File: src/rtl/input_map_pkg.sv
// Shared constants for the memory-mapped button input block: register offsets and button count.
package input_map_pkg;

  localparam int unsigned NumButtons = 8;

  localparam logic [31:0] AddrState   = 32'd0;
  localparam logic [31:0] AddrPending = 32'd4;
  localparam logic [31:0] AddrRaw     = 32'd8;
  localparam logic [31:0] AddrMask    = 32'd12;

endpackage

File: src/rtl/input_debounce.sv
// One button lane: two-flop synchronizer followed by a hold-time debouncer with a rise pulse.
module input_debounce #(
  parameter int unsigned DEBOUNCE_CYCLES = 16
) (
  input  logic clk,
  input  logic rst,
  input  logic in,
  output logic sync,
  output logic out,
  output logic rise
);

  localparam int unsigned CntW = $clog2(DEBOUNCE_CYCLES);
  localparam logic [CntW-1:0] CntLast = CntW'(DEBOUNCE_CYCLES - 1);

  logic            sync1_q, sync2_q;
  logic            deb_q, deb_d;
  logic [CntW-1:0] cnt_q, cnt_d;
  logic            flip;

  always_comb begin
    deb_d = deb_q;
    cnt_d = '0;
    flip  = 1'b0;
    if (sync2_q != deb_q) begin
      if (cnt_q == CntLast) begin
        flip  = 1'b1;
        deb_d = sync2_q;
      end else begin
        cnt_d = cnt_q + 1'b1;
      end
    end
  end

  always_ff @(posedge clk) begin
    if (rst) begin
      sync1_q <= 1'b0;
      sync2_q <= 1'b0;
      deb_q   <= 1'b0;
      cnt_q   <= '0;
    end else begin
      sync1_q <= in;
      sync2_q <= sync1_q;
      deb_q   <= deb_d;
      cnt_q   <= cnt_d;
    end
  end

  assign sync = sync2_q;
  assign out  = deb_q;
  // Combinational so the owner can latch PENDING on the same edge the debounced bit rises.
  assign rise = flip & ~deb_q & ~rst;

endmodule

File: src/rtl/input_map.sv
// Memory-mapped debounced button block: STATE/PENDING/RAW/MASK registers and a level interrupt.
module input_map
  import input_map_pkg::*;
#(
  parameter int unsigned DEBOUNCE_CYCLES = 16
) (
  input  logic        clk,
  input  logic        rst,
  input  logic [31:0] input_address,
  input  logic [31:0] input_in,
  input  logic [1:0]  input_size,
  input  logic        input_write_enable,
  output logic [31:0] input_out,
  input  logic [7:0]  buttons,
  output logic        irq
);

  logic [NumButtons-1:0] raw_vec, state_vec, rise_vec;
  logic [NumButtons-1:0] pending_q, pending_d;
  logic [NumButtons-1:0] mask_q, mask_d;
  logic [NumButtons-1:0] rdata;
  logic [31:0]           out_q;
  logic                  wr_pending, wr_mask;

  // Access size is irrelevant: every access is a full word.
  logic unused_bits;
  assign unused_bits = ^{input_size, input_in[31:NumButtons]};

  for (genvar i = 0; i < NumButtons; i++) begin : g_lane
    input_debounce #(
      .DEBOUNCE_CYCLES(DEBOUNCE_CYCLES)
    ) u_debounce (
      .clk (clk),
      .rst (rst),
      .in  (buttons[i]),
      .sync(raw_vec[i]),
      .out (state_vec[i]),
      .rise(rise_vec[i])
    );
  end

  assign wr_pending = input_write_enable && (input_address == AddrPending);
  assign wr_mask    = input_write_enable && (input_address == AddrMask);

  always_comb begin
    pending_d = pending_q;
    mask_d    = mask_q;
    if (wr_pending) pending_d = pending_d & ~input_in[NumButtons-1:0];
    // A rise on the same edge as a clear wins.
    pending_d = pending_d | rise_vec;
    if (wr_mask) mask_d = input_in[NumButtons-1:0];
  end

  always_comb begin
    rdata = '0;
    unique case (input_address)
      AddrState:   rdata = state_vec;
      AddrPending: rdata = pending_q;
      AddrRaw:     rdata = raw_vec;
      AddrMask:    rdata = mask_q;
      default:     rdata = '0;
    endcase
  end

  always_ff @(posedge clk) begin
    if (rst) begin
      pending_q <= '0;
      mask_q    <= '0;
      out_q     <= '0;
    end else begin
      pending_q <= pending_d;
      mask_q    <= mask_d;
      out_q     <= {{(32 - NumButtons){1'b0}}, rdata};
    end
  end

  assign input_out = out_q;
  assign irq       = |(pending_q & mask_q);

endmodule

File: config.mk
export PLATFORM = sky130hd
export DESIGN_NAME = input_map
export DESIGN_NICKNAME = d
export VERILOG_FILES = /design/src/rtl/input_map_pkg.sv /design/src/rtl/input_debounce.sv /design/src/rtl/input_map.sv
export SDC_FILE = /design/constraint.sdc
export NUM_CORES = 1
export LEC_CHECK = 0
export BUFFER_PORTS_ARGS = -buffer_cell sky130_fd_sc_hd__buf_2
export CAP_MARGIN = 25
export CORE_ASPECT_RATIO = 0.7
export CORE_MARGIN = 10
export CORE_UTILIZATION = 44
export DETAILED_ROUTE_END_ITERATION = 8
export PLACE_DENSITY = 0.73
export SKIP_LAST_GASP = 1
export SLEW_MARGIN = 25
export SYNTH_ARGS = -nofsm -noshare
export SYNTH_HDL_FRONTEND = slang
export SYNTH_SLANG_ARGS = --single-unit
File: constraint.sdc
create_clock -name clk -period 1.4 [get_ports clk]
set_input_delay 0.28 -clock clk [delete_from_list [all_inputs] [get_ports clk]]
set_output_delay 0.28 -clock clk [all_outputs]
set_load 0.05 [all_outputs]
==> impl_metrics.tcl, run 1 <==
set metrics [dict create \
    synth_flop_cell "dfxtp_1" \
    crit_arrival_ns 1.20 \
    drive_above_1_share_pct 26.9 \
    most-common-layout-cells "74 x dfxtp_1, 58 x buf_2, 41 x nor2_1" \
    place.gp.congestion 0.733 \
    p_leak_nw 1.64 \
    initial_utilization_pct 46.1 \
    cts_root_buf "clkbuf_8" \
    vdd_drop_max_v 0.000572 \
    async_flop_share_pct 0 \
    hp-class "in -> reg" \
    rsz0062_at_grt "yes" \
    cts_buffer_depth 2 \
    fin_tns_setup_ns -0.0838 \
    final_common_cell "dfxtp_1" \
    synth_cell_type_count 29 \
    critPathRequiredTime_ns 1.12 \
    yosys_register_bits 80 \
    fin_hold_ws_ns 0.146 \
    setup_violations 1 \
    setup_slack_ns -0.0838 \
    numClockSinks 80 \
    syn_inst 341 \
    max_cap_violations 0 \
    die_h_um 93.8 \
    min_from "buttons[7]" \
    synth_area_um2 3420 \
    cts_buffers 9 \
    num_rows 26 \
    antenna_cells 0 \
    fin_crit_ns 1.48 \
    num-nets-final 499 \
    final_cell_area_um2 4040 \
    post_synth.cell_area_avg_um2 10.0 \
    regArea_um2 1610 \
    io_pins 110 \
    min_period_over_period_pct 106 \
    cts_tree "built" \
    finalPower_mw 4.08 \
    antenna_found_initial 0 \
    ys_warn_count 0 \
    postPlaceCellArea_um2 3790 \
    finClkSkew_ns 0.00525 \
    grt-ovfl-total 0 \
    clk_latency_ns 0.34 \
    cp-start-kind "flop" \
    via_per_inst 4.69 \
    path_class "reg -> out" \
    drt_iter0_drc 62 \
    wl_per_cell_um 13.2 \
    drc_errors 0 \
    clk_pin_slew_ns 0.07 \
    grt_pass1_vias 2515 \
    yosysSeqAreaShare_pct 46.8 \
    wirelength_um 6800 \
    h-tree-depth 3 \
    cp_max_fo 3 \
    pwr_density_cell_nw_per_um2 1010 \
    crit_path_end_kind "output port" \
    globalRouteTotalUtil_pct 11.7 \
    dr_total_vias 2413 \
    grt_start_max_net_pins 25 \
    ant_nets 0 \
    synth-edff-count 0 \
    critPathLaunch "mask_q[6]" \
    finalHoldViolations 0 \
    core_um2 7420 \
    rr_startpoint "g_lane[3].u_debounce.cnt_q[0]" \
    multiInputGateArea_um2 1680 \
    die_x_um 125 \
    max_clock_freq_mhz 674 \
    slew_viol_final 0 \
    grt_pass1_wl_um 11300 \
    io_buffers 59 \
    dieArea_um2 11800 \
    status "finished with violations" \
    firstDrtPassIters 4 \
    fillers 689 \
    syn_to_final_growth_pct 18.0 \
    violations "negative setup slack" \
    hold_buffers 0 \
    hpwl_um 5240 \
]
## sequential cells by signal, indices dropped and copies added (netlist names)
| register | flops |
|---|---|
| pending_q | 8 |
| mask_q | 8 |
| g_lane.u_debounce.sync1_q | 8 |
| g_lane.u_debounce.out | 8 |
| g_lane.u_debounce.cnt_q | 32 |
| input_out | 8 |
| g_lane.u_debounce.sync | 8 |
## power breakdown
part / leakage [nW] / switching [mW] / internal, mW / total, mW
registers: 0.651 / 0.0176 / 2.30 / 2.32
logic: 0.914 / 0.232 / 0.127 / 0.359
clock network: 0.0794 / 0.723 / 0.673 / 1.40
total: 1.64 / 0.973 / 3.10 / 4.08
## worst max-delay path, stage by stage (launching register included)
cell,delay (ns)
dfxtp_2,0.33
a22oi_2,0.18
nand4_1,0.16
buf_6,0.19
## timing repair
action / 4_1_cts / 5_1_grt
pin swaps: 5 / 2
hold endpoints to repair: 0 / 0
setup endpoints to repair: 1 / 31
gates resized for setup: 12 / 9
setup buffers: 2 / 0
## through the flow
step                std cells  util, %  setup WS (ns)
detailed placement        499     51.1         -0.249
CTS                       515     53.8         -0.109
global placement          499     51.1         -0.148
floorplan                 364        -         0.0498
global route              515     54.4         -0.159
finish                    515     54.4        -0.0838
## per-layer routing
layer | wire (µm) | vias to the layer above | track usage [%]
li1 | - | 1233 | -
met1 | 3080 | 1115 | 12.9
met2 | 3220 | 57 | 20.1
met3 | 448 | 8 | 5.02
met4 | 54 | 0 | 3.73
met5 | 0 | - | 0
## final timing paths
check / slack (ns) / depth (start not counted) / to
setup / recovery: -0.08 / 3 / irq
hold / removal: 0.15 / 2 / g_lane[7].u_debounce.sync1_q
setup reg to reg: 0.04 / 4 / g_lane[3].u_debounce.cnt_q[3]
hold reg to reg: 0.44 / 1 / g_lane[6].u_debounce.sync
## cells in the mapped netlist (2+ instances only)
master	count	area (µm²)
a21oi_1	8	40.0
a22oi_1	4	30.0
and3_1	8	50.1
and4_1	2	17.5
buf_2	2	10.0
buf_4	24	180
clkbuf_1	6	22.5
dfxtp_1	80	1600
ha_1	8	100
inv_1	16	60.1
mux2i_1	16	160
mux4_2	8	180
nand2_1	8	30.0
nand2b_1	16	100
nand3_1	8	40.0
nand3b_1	9	67.6
nor2_1	41	154
nor2b_1	24	150
nor4_1	7	43.8
o21a_1	8	60.1
or3_1	8	50.1
xnor2_1	16	140
xor2_1	8	70.1
## cells by family (layout without fill, tap and decap cells)
| group | Yosys count | count (layout) | share of synthesized area (%) |
|---|---|---|---|
| AO/OA/AOI/OAI | 20 | 20 | 3.80 |
| AND/OR/NAND/NOR | 135 | 135 | 21.7 |
| adder cells (fa/ha/maj) | 8 | 8 | 2.93 |
| buffers and inverters | 49 | 102 | 8.56 |
| other | 1 | 24 | 0.110 |
| flip-flops | 80 | 80 | 46.8 |
| multiplexers | 24 | 24 | 9.95 |
| XOR/XNOR | 24 | 24 | 6.14 |
## cell type report
type | instances | area share, %
timing repair buffer | 72 | 10.2
clock buffer | 13 | 3.69
clock inverter | 1 | 0.124
sequential | 80 | 39.9
inverter | 16 | 1.49
tap | 98 | 3.04
multi-input combinational | 235 | 41.6
Power figures use the tool's default switching activity.
==> run 2, diff against run 1 <==
--- a/constraint.sdc
+++ b/constraint.sdc
@@ -3,2 +3,2 @@
 set_output_delay 0.28 -clock clk [all_outputs]
-set_load 0.05 [all_outputs]
+set_load 0.005 [all_outputs]
==> run 2 against run 1 <==
Effect of this change:
- the run still ends with negative setup slack left
- worst hold slack is essentially flat
- final cell count up 0.19%
- clock power barely moved
- utilization about the same
- combinational power decreased by 35%
- design area about the same
- clock skew barely moved
- power decreased by 3.0%
- setup slack better by 0.068 ns
- largest cell class unchanged
- largest power group unchanged
==> impl_metrics.tcl, run 2 (synthesized netlist as in run 1, its figures left out) <==
set metrics [dict create \
    clk_pin_slew_ns 0.07 \
    antenna_found_initial 0 \
    num-nets-final 500 \
    fin_hold_ws_ns 0.146 \
    hpwl_um 5240 \
    place.gp.congestion 0.733 \
    dieArea_um2 11800 \
    antenna_cells 0 \
    h-tree-depth 3 \
    finalHoldViolations 0 \
    status "finished with violations" \
    p_leak_nw 1.65 \
    cts_buffers 9 \
    min_period_over_period_pct 101 \
    max_cap_violations 0 \
    num_rows 26 \
    setup_slack_ns -0.0162 \
    regMostFlops "g_lane.u_debounce.cnt_q" \
    cts_root_buf "clkbuf_8" \
    layout.cells.non_filler 516 \
    ant_nets 0 \
    drt_iter0_drc 61 \
    dr_total_vias 2417 \
    fin_crit_ns 1.42 \
    rsz0062_at_grt "yes" \
    crit_path_end_kind "output port" \
    grt_pass1_wl_um 11300 \
    hp-class "in -> reg" \
    finClkSkew_ns 0.00477 \
    io_buffers 59 \
    cts_tree "built" \
    setup_violations 1 \
    critPathRequiredTime_ns 1.12 \
    numClockSinks 80 \
    pre_cts_ws_ns -0.249 \
    globalRouteTotalUtil_pct 11.7 \
    die_h_um 93.8 \
    grt-ovfl-total 0 \
    firstDrtPassIters 4 \
    vdd_drop_max_v 0.000572 \
    slew_viol_final 0 \
    cts_buffer_depth 2 \
    most-common-layout-cells "74 x dfxtp_1, 59 x buf_2, 41 x nor2_1" \
    crit_arrival_ns 1.14 \
    largest_reg_flops 32 \
    grt_start_max_net_pins 25 \
    wl_per_cell_um 13.2 \
    via_per_inst 4.68 \
    drive_above_1_share_pct 27.0 \
    wirelength_um 6810 \
    die_x_um 125 \
    max_clock_freq_mhz 706 \
    path_class "reg -> out" \
    placed_cells 499 \
    violations "negative setup slack" \
    grt_pass1_vias 2513 \
    finalPower_mw 3.95 \
    pwr_density_cell_nw_per_um2 979 \
    io_pins 110 \
    clk_latency_ns 0.34 \
    initial_utilization_pct 46.1 \
    final_common_cell "dfxtp_1" \
    syn_to_final_growth_pct 18.0 \
    cp_max_fo 2 \
    cp-start-kind "flop" \
    fin_tns_setup_ns -0.0162 \
    core_um2 7420 \
    drc_errors 0 \
]
-- run 2: changes by cell type in the layout (fill, tap and decap cells not counted) --
cell	previous run	this run
buf_2	58	59
buf_4	12	13
buf_6	1	0
-- run 2: power breakdown --
part	switching (mW)	total (mW)	internal [mW]
registers	0.0176	2.32	2.30
clock network	0.724	1.40	0.673
logic	0.107	0.235	0.127
-- run 2: path summary, 6_finish.rpt --
| kind | start | to | slack (ns) | cells after the start |
|---|---|---|---|---|
| min reg2reg | g_lane[6].u_debounce.sync1_q | g_lane[6].u_debounce.sync | 0.44 | 1 |
| max reg2reg | g_lane[3].u_debounce.cnt_q[0] | g_lane[3].u_debounce.cnt_q[3] | 0.04 | 4 |
| max | pending_q[0] | irq | -0.02 | 3 |
| min | buttons[7] | g_lane[7].u_debounce.sync1_q | 0.15 | 2 |
-- run 2: metrics by stage --
step / util (%) / area, µm²
final: 54.4 / 4040
after global placement: 51.1 / 3790
after global routing: 54.4 / 4040
after CTS: 53.6 / 3970
after detailed placement: 51.1 / 3790
after floorplan: - / 3510
-- run 2: what timing repair did --
| item | 4_1_cts | 5_1_grt |
|---|---|---|
| setup buffers | 2 | 1 |
| pin swaps | 5 | 3 |
| hold buffers | 0 | 0 |
| endpoints found under the setup margin | 1 | 31 |
| gates resized for setup | 8 | 11 |
-- run 2: routing by layer --
metal	global-route usage, %	vias up	part of all wire [%]
li1	-	1234	-
met1	12.9	1115	45
met2	20.1	60	47
met3	5.02	8	6.7
met4	3.73	0	0.79
met5	0	-	0
-- run 2: critical path, cell delays in order, from the launching register on --
cell	delay, ns
dfxtp_2	0.33
a22oi_2	0.18
nand4_1	0.14
buf_2	0.15
-- run 2: layout make-up --
type                            instances  area, µm²
Clock inverter                          1       5.00
Clock buffer                           13        149
Multi-Input combinational cell        235       1680
Timing Repair Buffer                   73        413
Inverter                               16       60.1
Fill cell                             690       3380
Tap cell                               98        123
Sequential cell                        80       1610
==> run 3, diff against run 2 <==
- CELL_PAD_IN_SITES_DETAIL_PLACEMENT: not set -> 2
- CELL_PAD_IN_SITES_GLOBAL_PLACEMENT: not set -> 2
- CORE_UTILIZATION: 44 -> 27
- PLACE_DENSITY: 0.73 -> not set
- PLACE_DENSITY_LB_ADDON: not set -> 0.1
==> run 3 against run 2 <==
Effect of this change:
- the flow now finishes without violations
- count of clock-buffer cells in the layout is 2 lower
- non-clock buffer count increased by 1
- utilization down 20 points
- sequential share of layout area down 2.6 points
- flip-flop and latch count stayed put
- setup slack improved by 0.016 ns
- routed wire length up 27%
- worst hold slack improved by 0.013 ns
- combinational power increased by 8%
==> impl_metrics.tcl, run 3 (synthesized netlist as in run 1, its figures left out) <==
set metrics [dict create \
    status "finished, final reports clean" \
    grt_most_used_layer "met2" \
    drive_above_1_share_pct 30.7 \
    crit_chain "a22oi_2 -> nand4_1 -> buf_2" \
    place.gp.congestion 0.714 \
    use_met1_pct 12.1 \
    cts_buffers 9 \
    hold_buffers 0 \
    hp-class "in -> reg" \
    num_rows 34 \
    most-common-layout-cells "72 x dfxtp_1, 59 x buf_2, 40 x nor2_1" \
    initial_utilization_pct 27.5 \
    regMostFlops "g_lane.u_debounce.cnt_q" \
    numClockSinks 80 \
    die_h_um 114 \
    die_x_um 155 \
    p_int_mw 3.85 \
    cp_top_family "flip-flops" \
    clk_latency_ns 0.33 \
    grt_pass1_vias 2808 \
    layout.cells.non_filler 582 \
    crit_arrival_ns 1.12 \
    drc_errors 0 \
    finalHoldViolations 0 \
    ant_nets 0 \
    num-nets-final 501 \
    max_cap_violations 0 \
    dieArea_um2 17600 \
    p_leak_nw 1.72 \
    grt_start_max_net_pins 29 \
    wirelength_um 8670 \
    critPathRequiredTime_ns 1.12 \
    slew_viol_final 0 \
    grt_pass1_wl_um 14300 \
    vdd_drop_max_v 0.000611 \
    firstDrtPassIters 4 \
    antenna_found_initial 0 \
    cts_buffer_depth 2 \
    via_per_inst 4.37 \
    finClkSkew_ns 0.00308 \
    final_cell_area_um2 4330 \
    grt-ovfl-total 0 \
    setup_violations 0 \
    syn_to_final_growth_pct 26.6 \
    use_met2_pct 16.3 \
    io_pins 110 \
    min_period_over_period_pct 100 \
    pwr_density_cell_nw_per_um2 1130 \
    io_buffers 59 \
    cp_max_fo 3 \
    drt_iter0_drc 78 \
    swShare_pct 21.0 \
    placed_cells 564 \
    path_class "reg -> out" \
    crit_slowest_cell "dfxtp_2" \
    clk_pin_slew_ns 0.06 \
    rrSetupSlack_ns 0.06 \
    cts_root_buf "clkbuf_16" \
    wl_per_cell_um 14.9 \
    core_um2 12400 \
    p_seq_share_pct 47.7 \
    cp-start-kind "flop" \
    p_sw_mw 1.03 \
    final_common_cell "dfxtp_1" \
    globalRouteTotalUtil_pct 10.1 \
    grt_use_met3_pct 3.98 \
    fillers 1393 \
    antenna_cells 0 \
    path_buf_inv 1 \
    cts_tree "built" \
    hpwl_um 6590 \
    rsz0062_at_grt "yes" \
    fin_crit_ns 1.40 \
    pwr-share-clk_pct 47.1 \
    max_clock_freq_mhz 714 \
    crit_path_end_kind "output port" \
    h-tree-depth 3 \
    dr_total_vias 2543 \
    largest_reg_flops 32 \
    comb_power_share_pct 5.2 \
    postPlaceCellArea_um2 3910 \
    max_stage_delay_ns 0.34 \
]
run 3: cell count changes in the layout (fill, tap and decap cells not counted), sizes merged:
cell,previous run,this run
buf,73,74
bufinv,0,1
clkbuf,13,11
clkinv,1,3
run 3: power groups by stage:
stage | sequential, mW | combinational (mW) | clock [mW]
floorplan | 2.37 | 0.165 | 0
global placement | 2.37 | 0.239 | 0
detailed placement | 2.38 | 0.245 | 0
CTS | 2.32 | 0.247 | 2.39
global route | 2.33 | 0.287 | 2.50
finish | 2.32 | 0.253 | 2.30
run 3: metrics by stage:
stage | TNS (ns) | setup slack, ns | utilization [%] | power [mW] | hold slack, ns
after global placement | -3.88 | -0.219 | 31.5 | 2.61 | 0.422
after detailed placement | -5.44 | -0.310 | 31.5 | 2.62 | 0.429
after CTS | -0.0570 | -0.0570 | 34.3 | 4.97 | 0.146
after global routing | -0.108 | -0.0824 | 34.9 | 5.11 | 0.156
after floorplan | 0 | 0.0498 | - | 2.53 | 0.408
final | 0 | 0.000245 | 34.9 | 4.87 | 0.159
run 3: cell type report:
class	count	area [µm²]	share of cell area [%]
inverters	16	60.1	1.39
clock inverters	4	45.0	1.04
repair buffers	74	458	10.6
multi-input cells	235	1710	39.5
clock buffers	11	243	5.61
flip-flops and latches	80	1610	37.2
well taps	162	203	4.68
run 3: worst paths after layout:
check                           startpoint                            end  cells after the start
max                           pending_q[5]                            irq                      3
min reg2reg  g_lane[3].u_debounce.cnt_q[0]  g_lane[3].u_debounce.cnt_q[0]                      1
min                             buttons[2]   g_lane[2].u_debounce.sync1_q                      2
max reg2reg  g_lane[6].u_debounce.cnt_q[0]  g_lane[6].u_debounce.cnt_q[2]                      4
run 3: repair_timing:
action	in CTS	in global routing
setup endpoints to repair	5	37
setup buffers	3	0
pin swaps	3	3
gates resized for setup	11	20
cloned	0	0
run 3: per-layer routing:
layer	vias up	routed length, µm
li1	1240	-
met3	8	535
met1	1229	4050
met5	-	0
met2	66	3980
met4	0	101
run 3: worst reg2reg max path, stage by stage (launching register included):
cell and delay, ns:
dfxtp_1 0.33, ha_1 0.24, and3_4 0.21, or3_4 0.39, nor2_1 0.11
